===== config.mk =====
export PLATFORM = sky130hd
export DESIGN_NAME = array_divider
export DESIGN_NICKNAME = d
export VERILOG_FILES = /design/src/rtl/array_divider.sv
export SDC_FILE = /design/constraint.sdc
export NUM_CORES = 1
export LEC_CHECK = 0
export ABC_AREA = 1
export BUFFER_PORTS_ARGS = -buffer_cell sky130_fd_sc_hd__buf_2
export CORE_MARGIN = 10
export CORE_UTILIZATION = 67
export DETAILED_ROUTE_END_ITERATION = 10
export PLACE_DENSITY = 0.85
export SLEW_MARGIN = 20
export SYNTH_ARGS = -nofsm -noshare
export SYNTH_HDL_FRONTEND = slang
export SYNTH_SLANG_ARGS = --single-unit

===== constraint.sdc =====
create_clock -name clock -period 4.9 [get_ports clock]
set_input_delay 0.245 -clock clock [delete_from_list [all_inputs] [get_ports clock]]
set_output_delay 0.245 -clock clock [all_outputs]
set_load 0.01 [all_outputs]

===== src/rtl/array_divider.sv =====
// Pipelined restoring array divider: one stage per quotient bit, MSB first.
// Q = N / D and R = N % D with a fixed latency of 2*WIDTH cycles and one new operation accepted per cycle.
module array_divider #(
  parameter int unsigned WIDTH = 8
) (
  input  logic                 clock,
  input  logic                 reset,
  input  logic [2*WIDTH-1:0]   N,
  input  logic [WIDTH-1:0]     D,
  input  logic                 start,
  output logic [2*WIDTH-1:0]   Q,
  output logic [WIDTH-1:0]     R,
  output logic                 div_by_zero,
  output logic                 done
);

  localparam int unsigned W2 = 2 * WIDTH;
  localparam int unsigned RW = WIDTH + 1;
  localparam int unsigned IW = $clog2(W2);

  logic             valid_q [W2];
  logic             valid_d [W2];
  logic [WIDTH-1:0] dv_q    [W2];
  logic [WIDTH-1:0] dv_d    [W2];
  logic [W2-1:0]    n_q     [W2];
  logic [W2-1:0]    n_d     [W2];
  logic [RW-1:0]    r_q     [W2];
  logic [RW-1:0]    r_d     [W2];
  logic [W2-1:0]    quo_q   [W2];
  logic [W2-1:0]    quo_d   [W2];
  logic             zero_q  [W2];
  logic             zero_d  [W2];

  // Stage inputs: stage 0 is fed straight from the ports, later stages from the previous stage.
  logic             in_valid [W2];
  logic [WIDTH-1:0] in_dv    [W2];
  logic [W2-1:0]    in_n     [W2];
  logic [RW-1:0]    in_r     [W2];
  logic [W2-1:0]    in_quo   [W2];
  logic             in_zero  [W2];
  logic [RW-1:0]    trial;

  always_comb begin
    trial       = '0;
    in_valid[0] = start;
    in_dv[0]    = D;
    in_n[0]     = N;
    in_r[0]     = '0;
    in_quo[0]   = '0;
    in_zero[0]  = (D == '0);
    for (int s = 1; s < W2; s++) begin
      in_valid[s] = valid_q[s-1];
      in_dv[s]    = dv_q[s-1];
      in_n[s]     = n_q[s-1];
      in_r[s]     = r_q[s-1];
      in_quo[s]   = quo_q[s-1];
      in_zero[s]  = zero_q[s-1];
    end
    // Each stage shifts in the next dividend bit and subtracts D when it fits.
    for (int s = 0; s < W2; s++) begin
      valid_d[s] = in_valid[s];
      dv_d[s]    = in_dv[s];
      n_d[s]     = in_n[s];
      zero_d[s]  = in_zero[s];
      quo_d[s]   = in_quo[s];
      trial      = {in_r[s][WIDTH-1:0], in_n[s][IW'(W2 - 1 - s)]};
      if (trial >= {1'b0, in_dv[s]}) begin
        r_d[s]                       = trial - {1'b0, in_dv[s]};
        quo_d[s][IW'(W2 - 1 - s)]    = 1'b1;
      end else begin
        r_d[s] = trial;
      end
    end
    // Output stage: divide-by-zero forces the defined result and the flag only counts for a live op.
    if (in_zero[W2-1]) begin
      quo_d[W2-1] = '1;
      r_d[W2-1]   = {1'b0, in_n[W2-1][WIDTH-1:0]};
    end
    zero_d[W2-1] = in_zero[W2-1] & in_valid[W2-1];
  end

  always_ff @(posedge clock) begin
    if (reset) begin
      for (int s = 0; s < W2; s++) begin
        valid_q[s] <= 1'b0;
        dv_q[s]    <= '0;
        n_q[s]     <= '0;
        r_q[s]     <= '0;
        quo_q[s]   <= '0;
        zero_q[s]  <= 1'b0;
      end
    end else begin
      for (int s = 0; s < W2; s++) begin
        valid_q[s] <= valid_d[s];
        dv_q[s]    <= dv_d[s];
        n_q[s]     <= n_d[s];
        r_q[s]     <= r_d[s];
        quo_q[s]   <= quo_d[s];
        zero_q[s]  <= zero_d[s];
      end
    end
  end

  assign Q           = quo_q[W2-1];
  assign R           = r_q[W2-1][WIDTH-1:0];
  assign div_by_zero = zero_q[W2-1];
  assign done        = valid_q[W2-1];

endmodule

Word-level counts from Yosys, hierarchy flattened. Memories as Yosys holds them, arrays and structs flattened. Index checks and enable logic that the tools add are counted.

Flip-flop bits (word level): 0. Memory bits (writable): 816. Output and inout port bits: 26. Memories: 6. Bits of input ports: 27.

Memory list: n_q (words 16, bits a word 16, read ports 15, clocked after Yosys merged registers in 0, wr ports 16, line 25) `logic [W2-1:0] n_q [W2];`; quo_q (words 16, bits a word 16, read ports 16, clocked after Yosys merged registers in 0, wr ports 16, line 29) `logic [W2-1:0] quo_q [W2];`; r_q (words 16, bits a word 9, read ports 16, clocked after Yosys merged registers in 0, wr ports 16, line 27) `logic [RW-1:0] r_q [W2];`; dv_q (words 16, bits a word 8, read ports 15, clocked after Yosys merged registers in 0, wr ports 16, line 23) `logic [WIDTH-1:0] dv_q [W2];`; valid_q (words 16, bits a word 1, read ports 16, clocked after Yosys merged registers in 0, wr ports 16, line 21) `logic valid_q [W2];`; zero_q (words 16, bits a word 1, read ports 16, clocked after Yosys merged registers in 0, wr ports 16, line 31) `logic zero_q [W2];`.

Reduce and logical (&&, ||, !) cells: 1. Mux-type cells: 133. Bitwise logic cells: 97. $lt $le $gt $ge: 16. Add/subtract/negate cells: 16.

Operator list (count): two-way mux 16 bit (33); two-way mux 9 bit (33); greater-or-equal comparator 9 x 8 -> 1 bit (15); subtractor 9 x 8 -> 9 bit (15); two-way mux 8 bit (16); bitwise OR 1 bit (96); two-way mux 1 bit (51); subtractor 1 x 8 -> 9 bit (1); greater-or-equal comparator 1 x 8 -> 1 bit (1); logical NOT 8 bit (1); AND 1 bit (1).

Logic depth before layout (Yosys ltp). An unclocked memory read counts as a cell.

Depth after elaboration: 5. Gate-level depth with buffers: 13.

Worst setup path before layout. OpenSTA, ideal clock, no wires.

Kind: reg2reg. Start point: memory n_q[0][59] (netlist name). End point: memory r_q[0][42] (netlist name). Stages on the path, launching flop included: 11. Arrival: 1.475 ns. Setup slack: 3.312 ns. Data required time: 4.787 ns. Setup time: 0.113 ns. Cell sequence: dfxtp_1 -> inv_1 -> ha_1 -> fa_1 -> nor2_1 -> nand2_1 -> nand3_1 -> xor2_1 -> nand2_1 -> nand2_1 -> nor2_1.

RTL lines (line): from (decl) (25); to (decl) (27).

==> results by group <==
Run status
  • Run status: finished, final reports clean

Finish
  • Fin nets: 3189
  • Layout cells sized above 1: 6.97%
  • Area Overhead vs Synth: 11.0%
  • Post-route insts no fill: 3518
  • Core Util, Final: 75.7%
  • Antenna fix cells: 0
  • Final instance area: 25500 sq um

Detailed routing
  • Total detailed-routing wirelength: 44900 microns
  • Via-to-Cell Ratio: 4.87
  • Highest routed layer: met4
  • Wire length on met1: 20200 microns
  • DRC viols: 0
  • Iter 0 DRT Violations: 990
  • Met3 Wirelength: 1720 microns
  • Met2 wire length: 22100 microns
  • Final ANT Viol Nets: 0
  • Wire per inst: 12.8 microns
  • Initial DRT Pass Iterations: 5
  • Vias: 17147

Yosys
  • Syn nets: 3133
  • Top cell type's share of synthesized area: 49.1%
  • Yosys cell types: 35
  • Cell count after synthesis: 2969
  • Yosys top cell by area: dfxtp_1
  • Syn. warnings: 0
  • Mapped Area: 23000 sq um
  • Synth area leaders: dfxtp_1 49%, nor2_1 12%, inv_1 9.3%, nand2_1 8.1%, ha_1 6.6%
  • Seq/Total Area, Yosys: 49.1%
  • Syn avg cell area: 7.74 sq um
  • Synth Register Bits: 564

Worst setup path
  • Startpoint types: register
  • Setup CP Type: register to register
  • Max FO, Critical Path: 24
  • Crit. End Element: register
  • WP data required: 5.38 ns
  • Crit path DAT: 2.71 ns

STA
  • Final slew viol count: 0
  • Final setup violation count: 0
  • Worst-Margin Slew: 1.10 ns
  • TNS Setup: 0 ns
  • RSZ-0062 raised after global routing: no
  • Setup Skew: 0.0169 ns
  • Period Utilization, post-route: 45.4%
  • Final min period: 2.23 ns
  • Fmax: 449 MHz
  • Rel. slew slack: 26.7%
  • Endpoints failing hold: 0
  • Setup ws final: 2.67 ns
  • WHS: 0.0610 ns

Power
  • Worst VDD drop: 0.000435 V
  • Leakage dissipation: 12.3 nW
  • Clock share of power: 28.2%
  • Pwr Total: 15.0 mW
  • P per Cell Area: 587 nW/um^2
  • Combinational fraction of design power: 35.9%
  • Net Sw Frac: 36.6%
  • Switch Pwr: 5.48 mW
  • Flop pwr share: 35.9%
  • Internal: 9.50 mW

Clocking
  • H-tree depth: 2
  • Clk root buf: clkbuf_16
  • Clk_lat worst skew: 0.59 ns
  • Clk sink count: 564
  • CTS tree: done
  • Post-CTS Setup Inserts: 0
  • CTS clk-pin slew, worst paths: 0.06 ns
  • CTS Buf Count: 53
  • Clock Tree Buf Depth: 3

Global route
  • Tot GR Track Use: 21.4%
  • Global-route wire length before repair: 76400 microns
  • Grt total ovfl: 0
  • Largest net degree at the start of global routing: 232
  • Number of global-route vias before repair: 16944
  • Initial antenna violation count: 0

Min path
  • Hold/Removal Path Class: input port to register

Place
  • Pre-CTS WS: 2.29 ns
  • Post-DP HPWL: 30300 microns
  • Routability cong.: 0.901
  • Post-place instance area: 23500 sq um
  • Post-Place Cells: 3394
  • PortBufs: 52

Die
  • Die Wd: 205 microns
  • Die Height: 205 microns
  • Core area: 33700 sq um
  • Area of the die: 42100 sq um
  • Starting Density: 68.2%
  • # IOs: 53
  • FP Rows: 67

Run
  • MaxCap Viol Count: 0
[Yosys cell counts]
cell      count
buf_2        13
nor2_1      759
nand3b_1     19
a21oi_2      26
nand2_1     494
xor2_1       46
a21o_1       17
nor3_1       19
or2_0         2
nand2_2       2
a21boi_0      1
nor4_1        1
a31oi_1       1
nor2_2        1
xnor2_1      27
nand2_4       1
o21ai_0      16
o21ai_2       2
nand4_4       9
nand4_1      16
dfxtp_1     564
inv_1       572
nand3_1      82
fa_1         15
o21ai_1       5
a21oi_1      37
nor3_2       13
ha_1        122
buf_6        14
clkbuf_1     52
nor2_4        2
nand3_2       1
nand4_2       5
or2_1        12
clkinv_1      1
[critical path, stage by stage, from the launching register on]
cell and delay, ns:
dfxtp_1 0.93, clkinv_1 0.69, nand4_1 0.29, nand3_1 0.09, nand2_1 0.07, inv_1 0.04
[path summary, 6_finish.rpt]
check / startpoint / endpoint / slack [ns] / cells past startpoint
min: N[15] / r_q[0][0]$_SDFF_PP0_ / 0.06 / 3
max reg2reg: zero_q[1][6]$_SDFF_PP0_ / r_q[1][68]$_SDFF_PP0_ / 2.67 / 5
max: zero_q[1][6]$_SDFF_PP0_ / r_q[1][68]$_SDFF_PP0_ / 2.67 / 5
min reg2reg: quo_q[1][63]$_SDFF_PP0_ / quo_q[1][79]$_SDFF_PP0_ / 0.39 / 2
[power groups by stage]
stage | Sequential, mW | Combinational, mW | Clock (mW)
3_3_place_gp | 5.48 | 5.10 | 0
3_5_place_dp | 5.48 | 5.26 | 0
6_report | 5.39 | 5.38 | 4.22
4_1_cts | 5.38 | 5.34 | 4.28
5_1_grt | 5.42 | 6.18 | 4.49
2_1_floorplan | 5.37 | 4.51 | 0
[kinds of logic after synthesis]
family,synth area share [%]
DFF,49.1
xor gates and xnor gates,2.78
AOI/OAI and AO/OA,2.94
buffers and inverters,11.2
adders and majority gates,7.94
and+or+nand+nor,26.1
[area by class of cell]
| type | count | area [sq um] |
|---|---|---|
| tap | 448 | 561 |
| clock buffer | 62 | 1400 |
| clock inverter | 38 | 427 |
| timing repair buffer | 80 | 553 |
| multi-input combinational | 1753 | 9140 |
| sequential | 564 | 11300 |
| fill | 2475 | 8180 |
| inverter | 573 | 2150 |
[flip-flops by register name (all words and copies together) (netlist names)]
signal,cells
zero_q,16
valid_q,16
r_q,128
n_q,148
dv_q,120
quo_q,136
[placed cells by master, fill, tap and decap left out, types with 17 or more instances in the layout]
cell           count
a21o_1            17
a21oi_1           37
a21oi_2           26
buf_2             51
clkbuf_16         53
dfxtp_1          564
dlygate4sd3_1     24
ha_1             122
inv_1            571
nand2_1          494
nand3_1           82
nand3b_1          19
nor2_1           759
nor3_1            19
xnor2_1           27
xor2_1            46
[metal layers]
layer  track usage, %  vias up
li1                 -     8903
met3             3.26       78
met2             37.8      311
met1             26.6     7855
met5                0        -
met4             5.91        0
[what timing repair did]
action	CTS	global route
resized for setup	0	0
hold buffers	24	0
endpoints found under the hold margin	31	0
Power figures use the tool's default switching activity.
